===== config.mk =====
export PLATFORM = sky130hd
export DESIGN_NAME = surf4_pps_gen
export DESIGN_NICKNAME = d
export VERILOG_FILES = /design/src/rtl/surf4_pps_gen.sv
export SDC_FILE = /design/constraint.sdc
export NUM_CORES = 1
export LEC_CHECK = 0
export BUFFER_PORTS_ARGS = -buffer_cell sky130_fd_sc_hd__buf_4
export CORE_ASPECT_RATIO = 1.2
export CORE_MARGIN = 2
export CORE_UTILIZATION = 53
export CTS_CLUSTER_DIAMETER = 100
export DETAILED_ROUTE_END_ITERATION = 7
export PLACE_DENSITY = 0.76
export SLEW_MARGIN = 20
export SYNTH_ARGS = -nofsm -noshare
export SYNTH_HDL_FRONTEND = slang
export SYNTH_SLANG_ARGS = --single-unit

===== constraint.sdc =====
create_clock -name clk_i -period 4.5 [get_ports clk_i]
set_input_delay 0.675 -clock clk_i [delete_from_list [all_inputs] [get_ports clk_i]]
set_output_delay 0.675 -clock clk_i [all_outputs]
set_load 0.05 [all_outputs]

===== src/rtl/surf4_pps_gen.sv =====
// rtl/surf4_pps_gen.sv - PPS lock/flywheel generator and debounced external trigger
// Optional build macro: SURF4_PPS_TIMESTAMP_EN (latches trigger time since last pps_o)
module surf4_pps_gen #(
    parameter int unsigned CLK_FREQ   = 33000000,
    parameter int unsigned PERIOD_TOL = 33000,
    parameter int unsigned LOCK_COUNT = 2,
    parameter int unsigned LOST_COUNT = 2,
    parameter int unsigned DEBOUNCE   = 4
) (
    input  logic        clk_i,
    input  logic        rst_i,
    input  logic        PPS,
    input  logic        EXT_TRIG,
    output logic        pps_o,
    output logic        pps_locked_o,
    output logic [31:0] pps_count_o,
    output logic [31:0] last_period_o,
    output logic        ext_trig_o,
    output logic [31:0] trig_time_o
);
    localparam logic [31:0] FREE_LAST = 32'(CLK_FREQ - 1);
    localparam logic [31:0] MIN_PER   = 32'(CLK_FREQ - PERIOD_TOL);
    localparam logic [31:0] MAX_PER   = 32'(CLK_FREQ + PERIOD_TOL);
    localparam logic [31:0] FLY_LAST  = 32'(CLK_FREQ + PERIOD_TOL - 1);
    localparam logic [7:0]  LOCK_N    = 8'(LOCK_COUNT);
    localparam logic [7:0]  LOST_N    = 8'(LOST_COUNT);
    localparam logic [7:0]  DEB_N     = 8'(DEBOUNCE);

    typedef enum logic {PPS_FREE, PPS_LOCKED} pps_state_t;
    typedef enum logic [1:0] {TRIG_IDLE, TRIG_HIGH_CHK, TRIG_ARMED_WAIT_LOW} trig_state_t;

    logic        pps_s1_q, pps_s2_q, pps_h_q, pps_s1_d, pps_s2_d, pps_h_d;
    logic        trig_s1_q, trig_s2_q, trig_h_q, trig_s1_d, trig_s2_d, trig_h_d;
    pps_state_t  state_q, state_d;
    trig_state_t tstate_q, tstate_d;
    logic [31:0] cnt_q, cnt_d, edge_cnt_q, edge_cnt_d;
    logic [31:0] pps_count_q, pps_count_d, last_period_q, last_period_d;
    logic [7:0]  good_q, good_d, miss_q, miss_d, deb_q, deb_d;
    logic        armed_q, armed_d, pps_q, pps_d, trig_q, trig_d;
    logic        pps_edge;
    logic [31:0] edge_period, lock_period;

    // Synchronizer chains; the history stage gives the edge detector / debouncer a clean sample
    always_comb begin
        pps_s1_d  = PPS;
        pps_s2_d  = pps_s1_q;
        pps_h_d   = pps_s2_q;
        trig_s1_d = EXT_TRIG;
        trig_s2_d = trig_s1_q;
        trig_h_d  = trig_s2_q;
    end

    assign pps_edge    = pps_s2_q & ~pps_h_q;
    assign edge_period = (edge_cnt_q == 32'hFFFF_FFFF) ? edge_cnt_q : edge_cnt_q + 32'd1;
    assign lock_period = cnt_q + 32'd1;

    // Second timing: free-run, acquisition of an external PPS, and flywheel while locked
    always_comb begin
        state_d       = state_q;
        cnt_d         = cnt_q + 32'd1;
        edge_cnt_d    = edge_period;
        armed_d       = armed_q;
        good_d        = good_q;
        miss_d        = miss_q;
        last_period_d = last_period_q;
        pps_d         = 1'b0;
        if (pps_edge) begin
            edge_cnt_d = 32'd0;
            armed_d    = 1'b1;
            if (armed_q) last_period_d = edge_period;
        end
        case (state_q)
            PPS_FREE: begin
                if (cnt_q == FREE_LAST) pps_d = 1'b1;
                // The first edge after reset only arms the period measurement
                if (pps_edge && armed_q) begin
                    if (edge_period >= MIN_PER && edge_period <= MAX_PER) begin
                        if (good_q + 8'd1 == LOCK_N) begin
                            state_d = PPS_LOCKED;
                            good_d  = 8'd0;
                            miss_d  = 8'd0;
                            pps_d   = 1'b1;
                        end else begin
                            good_d = good_q + 8'd1;
                        end
                    end else begin
                        good_d = 8'd0;
                    end
                end
            end
            default: begin
                // Period here is measured from the last pps_o so a glitch edge cannot shift it
                if (pps_edge && lock_period >= MIN_PER && lock_period <= MAX_PER) begin
                    pps_d  = 1'b1;
                    miss_d = 8'd0;
                end else if (cnt_q == FLY_LAST) begin
                    pps_d = 1'b1;
                    if (miss_q + 8'd1 == LOST_N) begin
                        state_d = PPS_FREE;
                        miss_d  = 8'd0;
                        good_d  = 8'd0;
                    end else begin
                        miss_d = miss_q + 8'd1;
                    end
                end
            end
        endcase
        if (pps_d) cnt_d = 32'd0;
        pps_count_d = pps_count_q + {31'd0, pps_d};
    end

    // External trigger debounce: pulse once after a stable high, re-arm after a stable low
    always_comb begin
        tstate_d = tstate_q;
        deb_d    = deb_q;
        trig_d   = 1'b0;
        case (tstate_q)
            TRIG_IDLE: begin
                if (trig_h_q) begin
                    tstate_d = TRIG_HIGH_CHK;
                    deb_d    = 8'd1;
                end
            end
            TRIG_HIGH_CHK: begin
                if (!trig_h_q) begin
                    tstate_d = TRIG_IDLE;
                    deb_d    = 8'd0;
                end else if (deb_q + 8'd1 == DEB_N) begin
                    tstate_d = TRIG_ARMED_WAIT_LOW;
                    deb_d    = 8'd0;
                    trig_d   = 1'b1;
                end else begin
                    deb_d = deb_q + 8'd1;
                end
            end
            default: begin
                if (trig_h_q) begin
                    deb_d = 8'd0;
                end else if (deb_q + 8'd1 == DEB_N) begin
                    tstate_d = TRIG_IDLE;
                    deb_d    = 8'd0;
                end else begin
                    deb_d = deb_q + 8'd1;
                end
            end
        endcase
    end

    // State and counter registers
    always_ff @(posedge clk_i) begin
        if (rst_i) begin
            pps_s1_q <= 1'b0; pps_s2_q <= 1'b0; pps_h_q <= 1'b0;
            trig_s1_q <= 1'b0; trig_s2_q <= 1'b0; trig_h_q <= 1'b0;
            state_q <= PPS_FREE; tstate_q <= TRIG_IDLE;
            cnt_q <= 32'd0; edge_cnt_q <= 32'd0;
            pps_count_q <= 32'd0; last_period_q <= 32'd0;
            good_q <= 8'd0; miss_q <= 8'd0; deb_q <= 8'd0;
            armed_q <= 1'b0; pps_q <= 1'b0; trig_q <= 1'b0;
        end else begin
            pps_s1_q <= pps_s1_d; pps_s2_q <= pps_s2_d; pps_h_q <= pps_h_d;
            trig_s1_q <= trig_s1_d; trig_s2_q <= trig_s2_d; trig_h_q <= trig_h_d;
            state_q <= state_d; tstate_q <= tstate_d;
            cnt_q <= cnt_d; edge_cnt_q <= edge_cnt_d;
            pps_count_q <= pps_count_d; last_period_q <= last_period_d;
            good_q <= good_d; miss_q <= miss_d; deb_q <= deb_d;
            armed_q <= armed_d; pps_q <= pps_d; trig_q <= trig_d;
        end
    end

`ifdef SURF4_PPS_TIMESTAMP_EN
    logic [31:0] trig_time_q, trig_time_d;

    // cnt_d is already zero when pps_o fires in the same cycle, so that case latches 0
    always_comb begin
        trig_time_d = trig_time_q;
        if (trig_d) trig_time_d = cnt_d;
    end

    // Trigger timestamp register
    always_ff @(posedge clk_i) begin
        if (rst_i) trig_time_q <= 32'd0;
        else       trig_time_q <= trig_time_d;
    end

    assign trig_time_o = trig_time_q;
`else
    assign trig_time_o = 32'd0;
`endif

    assign pps_o         = pps_q;
    assign pps_locked_o  = (state_q == PPS_LOCKED);
    assign pps_count_o   = pps_count_q;
    assign last_period_o = last_period_q;
    assign ext_trig_o    = trig_q;
endmodule


==> results of run 1 <==
flip-flops by register name, summed over array words and instances, names as in the netlist, 2 cells and up:
name           count
cnt_q             32
deb_q              8
edge_cnt_q        32
good_q             8
last_period_o     32
miss_q             8
pps_count_o       32
tstate_q           2
per-stage QoR:
| stage | cells | setup TNS (ps) | cell area [µm²] | worst slack, ps |
|---|---|---|---|---|
| 3_5_place_dp | 1384 | -27.1 | 9900 | -27.1 |
| 6_report | 1423 | 0 | 10800 | 172 |
| 4_1_cts | 1416 | 0 | 10500 | 10.3 |
| 5_1_grt | 1423 | -231 | 10800 | -81.1 |
| 3_3_place_gp | 1384 | -7.28 | 9900 | -7.28 |
| 2_1_floorplan | 1110 | 0 | 9020 | 60.3 |
report_power, final:
group / internal [mW] / leakage [nW] / switching, mW / total, mW
combinational: 0.0306 / 2.58 / 0.121 / 0.152
clock: 0.794 / 0.277 / 0.642 / 1.44
sequential: 1.46 / 1.33 / 0.00909 / 1.47
total: 2.29 / 4.18 / 0.772 / 3.06
metal layers:
metal,share of wire (%),vias to the layer above,wire [µm]
met4,2.5,0,552
met3,5.4,54,1200
li1,-,4028,-
met2,49,229,10900
met5,0,-,0
met1,43,3803,9490
area by class of cell:
class	instances	area, µm²
fillers	1380	5560
multi-input cells	831	5310
flip-flops and latches	164	3300
repair buffers	164	1240
clock buffers	19	443
well taps	212	265
clock inverters	13	143
inverters	20	75.1
worst max-delay path: cells and delay by family, from the launching register on:
kind | cells | cell delay, ps
AOI/OAI and AO/OA | 7 | 1410
adders and majority gates | 1 | 200
buffers and inverters | 1 | 160
DFF | 1 | 330
and+or+nand+nor | 10 | 2160
logic make-up after synthesis:
group	count (synthesis)	synth area share, %
mux	4	0.450
fa+ha+maj	11	1.52
compound gates	188	15.4
xor+xnor	87	8.56
flops	164	36.9
simple gates	509	30.0
other cells	1	0.0421
buf+inv	115	7.18
path summary, 6_finish.rpt:
path	endpoint	slack, ps
setup / recovery	pps_count_o[31]$_SDFF_PP0_	170
hold / removal	trig_h_q$_SDFF_PP0_	440
setup reg to reg	pps_count_o[31]$_SDFF_PP0_	170
hold reg to reg	trig_h_q$_SDFF_PP0_	440
cells in the final DEF (no fill, tap or decap), types with 6 or more instances in the layout:
master     count
a211oi_1      26
a21o_1         8
nor2_4         6
clkbuf_16     17
o21ai_0       27
a31oi_1        8
xor2_1        41
dfxtp_2       10
and3_1        32
nand2_1       76
nor2_1       166
buf_4        162
nand4_1       30
nor4_1        12
ha_1           6
a211o_1       10
inv_1         19
and4_1        17
nor2b_1       16
or3_1          8
dfxtp_1      154
conb_1        32
a21oi_1       38
xnor2_1       44
nand3_1       40
nand2b_1       7
and2_1        11
nor3_1        28
what timing repair did:
action	4_1_cts	5_1_grt
gates cloned	0	0
setup buffers	0	7
pin swaps	2	20
setup endpoints to repair	2	10
resized for setup	2	53
endpoints found under the hold margin	0	0
==> results.json, run 1 <==
{
  "crit_path_end_kind": "flop",
  "syn_area_um2": 8900,
  "overflow": 0,
  "fmax_ghz": 0.231,
  "crit_type": "reg2reg",
  "crit_path_max_incr_delay_ps": 360,
  "synthFlopType": "dfxtp_1",
  "synth.cells.most_frequent": "nor2_1 (169), dfxtp_1 (164), nand2_1 (77)",
  "ys_top_cells_by_area": "dfxtp_1 (37%), nor2_1 (7.1%), xnor2_1 (4.4%), xor2_1 (4.1%), buf_4 (3.3%)",
  "vias": 8114,
  "yosysSeqAreaShare_pct": 36.9,
  "grtUsageTotal_pct": 24.1,
  "n_antenna_cell": 0,
  "start_kind": "flop",
  "ys_warn_count": 0,
  "globalRouteMet3Util_pct": 5.41,
  "hold_path.class": "reg2reg",
  "clock_skew_ps": 10.5,
  "ys_seq_elements": 164,
  "postRouteAntennaNets": 0,
  "power.density_nw_per_um2": 284,
  "leakagePower_nw": 4.18,
  "synthArstFlopShare_pct": 0,
  "netlist_instances": 1079,
  "die-width_um": 122,
  "path_clk_slew_ps": 70,
  "clk_latency_ps": 430,
  "grt_pass1_vias": 7506,
  "final.min_clock_period_ps": 4330,
  "r2r-start": "edge_cnt_q[8]$_SDFF_PP0_",
  "antenna_found_initial": 0,
  "htreeDepth": 4,
  "synth_top_area_share_pct": 36.9,
  "status": "finished, final reports clean",
  "fp-row-count": 51,
  "routed_wl_um": 22100,
  "maxCapViolCount": 0,
  "cts_hold_buf": 0,
  "finalHoldViolations": 0,
  "synth.distinct_cells": 94,
  "numCtsBuffers": 17,
  "layout_worst_path_cycle_share_pct": 96.2,
  "synth_enable_flop_cells": 0,
  "dr.pass1.iters": 5,
  "critPathMaxFanout": 5,
  "worstMarginPinSlew_ps": 953,
  "avgSynthCellArea_um2": 8.25,
  "cts_buffer_depth": 2,
  "worstPathRequired_ps": 4850,
  "worst_ir_drop_vdd_v": 0.000311,
  "crit_path_cell_trace": "nand4_1 > nor2_4 > buf_4 > a41oi_1 > a31o_2 > a211o_1 > nor4_4 > o211a_1 > o211ai_2 > nor2b_4 > a21oi_2 > ha_2 > and3_1 > nand3_1 > nor2_1 > and4_1 > nand2b_1 > or3_1 > a21oi_1",
  "wl_per_cell_um": 15.5,
  "met1_usage_pct": 28.7,
  "initial_core_util_pct": 54.5,
  "nets": 1212,
  "whs_ps": 437,
  "critPathSlowestCell": "or3_1",
  "synth_most_common_cell": "nor2_1",
  "area_growth_pct": 21.0,
  "min-delay-start": "trig_h_d$_SDFF_PP0_",
  "drive_gt1_share_pct": 22.4,
  "cts_tree": "built",
  "clock_sinks": 164,
  "globalRouteMet2Util_pct": 41.1,
  "grt_max_degree": 90,
  "route.detailed.drc": 0,
  "yosys.area.top_type": "dfxtp_1",
  "clock-root-buffer": "clkbuf_16",
  "max_slew_margin_pct": 36.5,
  "io_buffer_count": 70,
  "fp.dieArea_um2": 17900,
  "r2r_cells": 19,
  "design.core.area_um2": 16300,
  "critical_path_arrival_ps": 4680,
  "pin_count": 103,
  "grt-busiest-layer": "met2",
  "grt_pass1_wl_um": 35200,
  "post-dp-hpwl_um": 15200,
  "power.total_mw": 3.06,
  "holdPathStages": 1,
  "startpoint": "edge_cnt_q[8]$_SDFF_PP0_",
  "setup_violations": 0,
  "drt_iter0_markers": 487,
  "drv_slew": 0,
  "die_h_um": 146,
  "postLayoutCoreUtil_pct": 66.0,
  "via_per_inst": 5.70,
  "place_congestion": 0.901
}
Power figures use the tool's default switching activity.
==> run 2: changes to the inputs <==
--- a/config.mk
+++ b/config.mk
@@ -5,13 +5,15 @@
 export SDC_FILE = /design/constraint.sdc
 export NUM_CORES = 1
 export LEC_CHECK = 0
+export ABC_AREA = 1
 export BUFFER_PORTS_ARGS = -buffer_cell sky130_fd_sc_hd__buf_4
 export CORE_ASPECT_RATIO = 1.2
 export CORE_MARGIN = 2
-export CORE_UTILIZATION = 53
+export CORE_UTILIZATION = 54
+export CTS_BUF_LIST = sky130_fd_sc_hd__clkbuf_4 sky130_fd_sc_hd__clkbuf_8 sky130_fd_sc_hd__clkbuf_16
 export CTS_CLUSTER_DIAMETER = 100
 export DETAILED_ROUTE_END_ITERATION = 7
-export PLACE_DENSITY = 0.76
+export PLACE_DENSITY = 0.77
 export SLEW_MARGIN = 20
 export SYNTH_ARGS = -nofsm -noshare
 export SYNTH_HDL_FRONTEND = slang
==> results.json, run 2 <==
{
  "clock_skew_ps": 14.6,
  "yosys.area.top_type": "dfxtp_1",
  "grt_max_degree": 53,
  "crit_path_end_kind": "flop",
  "synth_enable_flop_cells": 0,
  "route.detailed.drc": 0,
  "postLayoutCoreUtil_pct": 68.4,
  "fp-row-count": 53,
  "r2r-end": "pps_count_o[26]$_SDFF_PP0_",
  "yosysSeqAreaShare_pct": 34.5,
  "area_growth_pct": 25.0,
  "nets": 1624,
  "htreeDepth": 4,
  "numCtsBuffers": 17,
  "synthFlopType": "dfxtp_1",
  "final_common_cell": "nand2_1",
  "ys_seq_elements": 164,
  "syn_area_um2": 9510,
  "fill_cells": 1408,
  "wl_per_cell_um": 14.8,
  "worstMarginPinSlew_ps": 937,
  "n_antenna_cell": 0,
  "hold_end": "pps_h_d$_SDFF_PP0_",
  "ys_top_cells_by_area": "dfxtp_1 (35%), nand2_1 (16%), nor2_1 (9.0%), inv_1 (6.9%), nand3_1 (4.4%)",
  "leakagePower_nw": 5.13,
  "violations": "negative setup slack",
  "vias": 9880,
  "path_clk_slew_ps": 80,
  "place_congestion": 0.994,
  "grt_pass1_vias": 8635,
  "synth.cells.most_frequent": "nand2_1 (414), nor2_1 (229), inv_1 (174)",
  "die_h_um": 149,
  "die-width_um": 125,
  "design.core.area_um2": 17400,
  "synth.distinct_cells": 48,
  "via_per_inst": 5.36,
  "grt_setup_unrepaired": "true",
  "postRouteAntennaNets": 0,
  "drt_iter0_markers": 736,
  "dr.pass1.iters": 5,
  "r2r_setup_slack_ps": -10,
  "crit_type": "reg2reg",
  "clock-root-buffer": "clkbuf_16",
  "worstPathRequired_ps": 4840,
  "start_kind": "flop",
  "hold_path.class": "reg2reg",
  "fmax_ghz": 0.222,
  "worst_ir_drop_vdd_v": 0.000257,
  "critical_path_arrival_ps": 4850,
  "fin_tns_setup_ps": -12.9,
  "pin_count": 103,
  "synth_most_common_cell": "nand2_1",
  "max_slew_margin_pct": 37.5,
  "routed_wl_um": 27400,
  "final_design_area_no_fill_um2": 11900,
  "synthArstFlopShare_pct": 0,
  "synth_top_area_share_pct": 34.5,
  "fp.dieArea_um2": 18700,
  "netlist_instances": 1473,
  "cts_buffer_depth": 2,
  "r2r-start": "edge_cnt_q[0]$_SDFF_PP0_",
  "layout_worst_path_cycle_share_pct": 100,
  "grt_pass1_wl_um": 41100,
  "maxCapViolCount": 0,
  "io_buffer_count": 70,
  "critPathSlowestCell": "dfxtp_4",
  "finalHoldViolations": 0,
  "ys_warn_count": 0,
  "crit_path_max_incr_delay_ps": 360,
  "cts_hold_buf": 0,
  "antenna_found_initial": 0,
  "overflow": 0,
  "setup_slack_ps": -12.9,
  "dp_slack_ps": -118,
  "crit_top_cell": "nand2_1",
  "final.min_clock_period_ps": 4510,
  "drive_gt1_share_pct": 25.1,
  "setup_violations": 1,
  "r2r_cells": 38,
  "critPathMaxFanout": 4,
  "min-delay-start": "pps_s1_q$_SDFF_PP0_",
  "avgSynthCellArea_um2": 6.45,
  "holdPathStages": 2,
  "final_cell_mix": "nand2_1 (389), nor2_1 (178), inv_1 (165), buf_4 (138), dfxtp_1 (134)",
  "cts_tree": "built",
  "grtUsageTotal_pct": 26.9,
  "clk_latency_ps": 440,
  "post-dp-hpwl_um": 19300,
  "drv_slew": 0,
  "power.density_nw_per_um2": 261,
  "initial_core_util_pct": 54.7,
  "placed_cell_area_um2": 10400,
  "status": "complete, but fails checks",
  "clock_sinks": 164
}
## run 2: cell types whose count changed after synthesis, moves of 21 or more
cell | previous run | this run
and3_1 | 33 | 2
inv_1 | 19 | 174
a211oi_1 | 27 | 1
nand2_1 | 77 | 414
nor2_2 | 4 | 44
xnor2_1 | 45 | 10
xor2_1 | 42 | 21
nand3_1 | 42 | 83
nor2_1 | 169 | 229
## run 2: worst max path at each step
stage                             start                    endpoint  slack (ps)
2_1_floorplan  edge_cnt_q[0]$_SDFF_PP0_  pps_count_o[26]$_SDFF_PP0_         120
3_3_place_gp   edge_cnt_q[5]$_SDFF_PP0_  pps_count_o[26]$_SDFF_PP0_         -50
3_5_place_dp   edge_cnt_q[5]$_SDFF_PP0_  pps_count_o[26]$_SDFF_PP0_        -120
4_1_cts        edge_cnt_q[1]$_SDFF_PP0_  pps_count_o[28]$_SDFF_PP0_          20
5_1_grt        edge_cnt_q[8]$_SDFF_PP0_  pps_count_o[26]$_SDFF_PP0_        -400
6_report       edge_cnt_q[0]$_SDFF_PP0_  pps_count_o[26]$_SDFF_PP0_         -10
## run 2: kinds of logic (layout without fill, tap and decap cells)
group | after synthesis | count (layout) | share of synthesized area [%]
xor gates and xnor gates | 31 | 31 | 2.86
other | 1 | 32 | 0.0394
DFF | 164 | 164 | 34.5
AOI/OAI and AO/OA | 139 | 139 | 8.38
buffers and inverters | 244 | 363 | 11.7
adders and majority gates | 10 | 10 | 1.32
and+or+nand+nor | 884 | 884 | 41.2
## run 2: area by class of cell
class / instances / area (µm²) / share of cell area (%)
clock buffers: 18 / 439 / 3.70
multi-input cells: 1096 / 5770 / 48.6
clock inverters: 14 / 155 / 1.31
flip-flops and latches: 164 / 3340 / 28.1
well taps: 220 / 275 / 2.32
repair buffers: 148 / 1210 / 10.2
inverters: 183 / 696 / 5.85
## run 2: through the flow
step	hold WS, ps	std cells	power [mW]
after floorplan	388	1504	1.66
after global placement	392	1782	1.66
after detailed placement	401	1782	1.67
after CTS	413	1814	3.10
after global routing	424	1843	3.19
final	406	1843	3.10
## run 2: critical path, delay by kind of cell (launching register included)
family	cells	cell delay, ps
flops	1	360
compound gates	2	170
fa+ha+maj	2	270
simple gates	30	3220
buf+inv	4	340
## run 2: per-layer routing
layer	routed length, µm	GRT usage (%)	up-vias
li1	-	-	4876
met1	11200	32.4	4519
met2	13400	46.4	384
met3	1410	4.16	101
met4	1320	14.3	0
met5	0	0	-
## run 2: timing repair
| item | CTS | global route |
|---|---|---|
| pin swaps | 0 | 48 |
| gates resized for setup | 3 | 193 |
| endpoints found under the hold margin | 0 | 0 |
| setup buffers | 0 | 25 |
| setup endpoints to repair | 6 | 17 |
| cloned | 0 | 4 |
## run 2: power by group
part / internal, mW / switching [mW] / total [mW]
Clock: 0.759 / 0.701 / 1.46
Combinational: 0.0360 / 0.138 / 0.174
Sequential: 1.46 / 0.0107 / 1.47
Total: 2.25 / 0.850 / 3.10
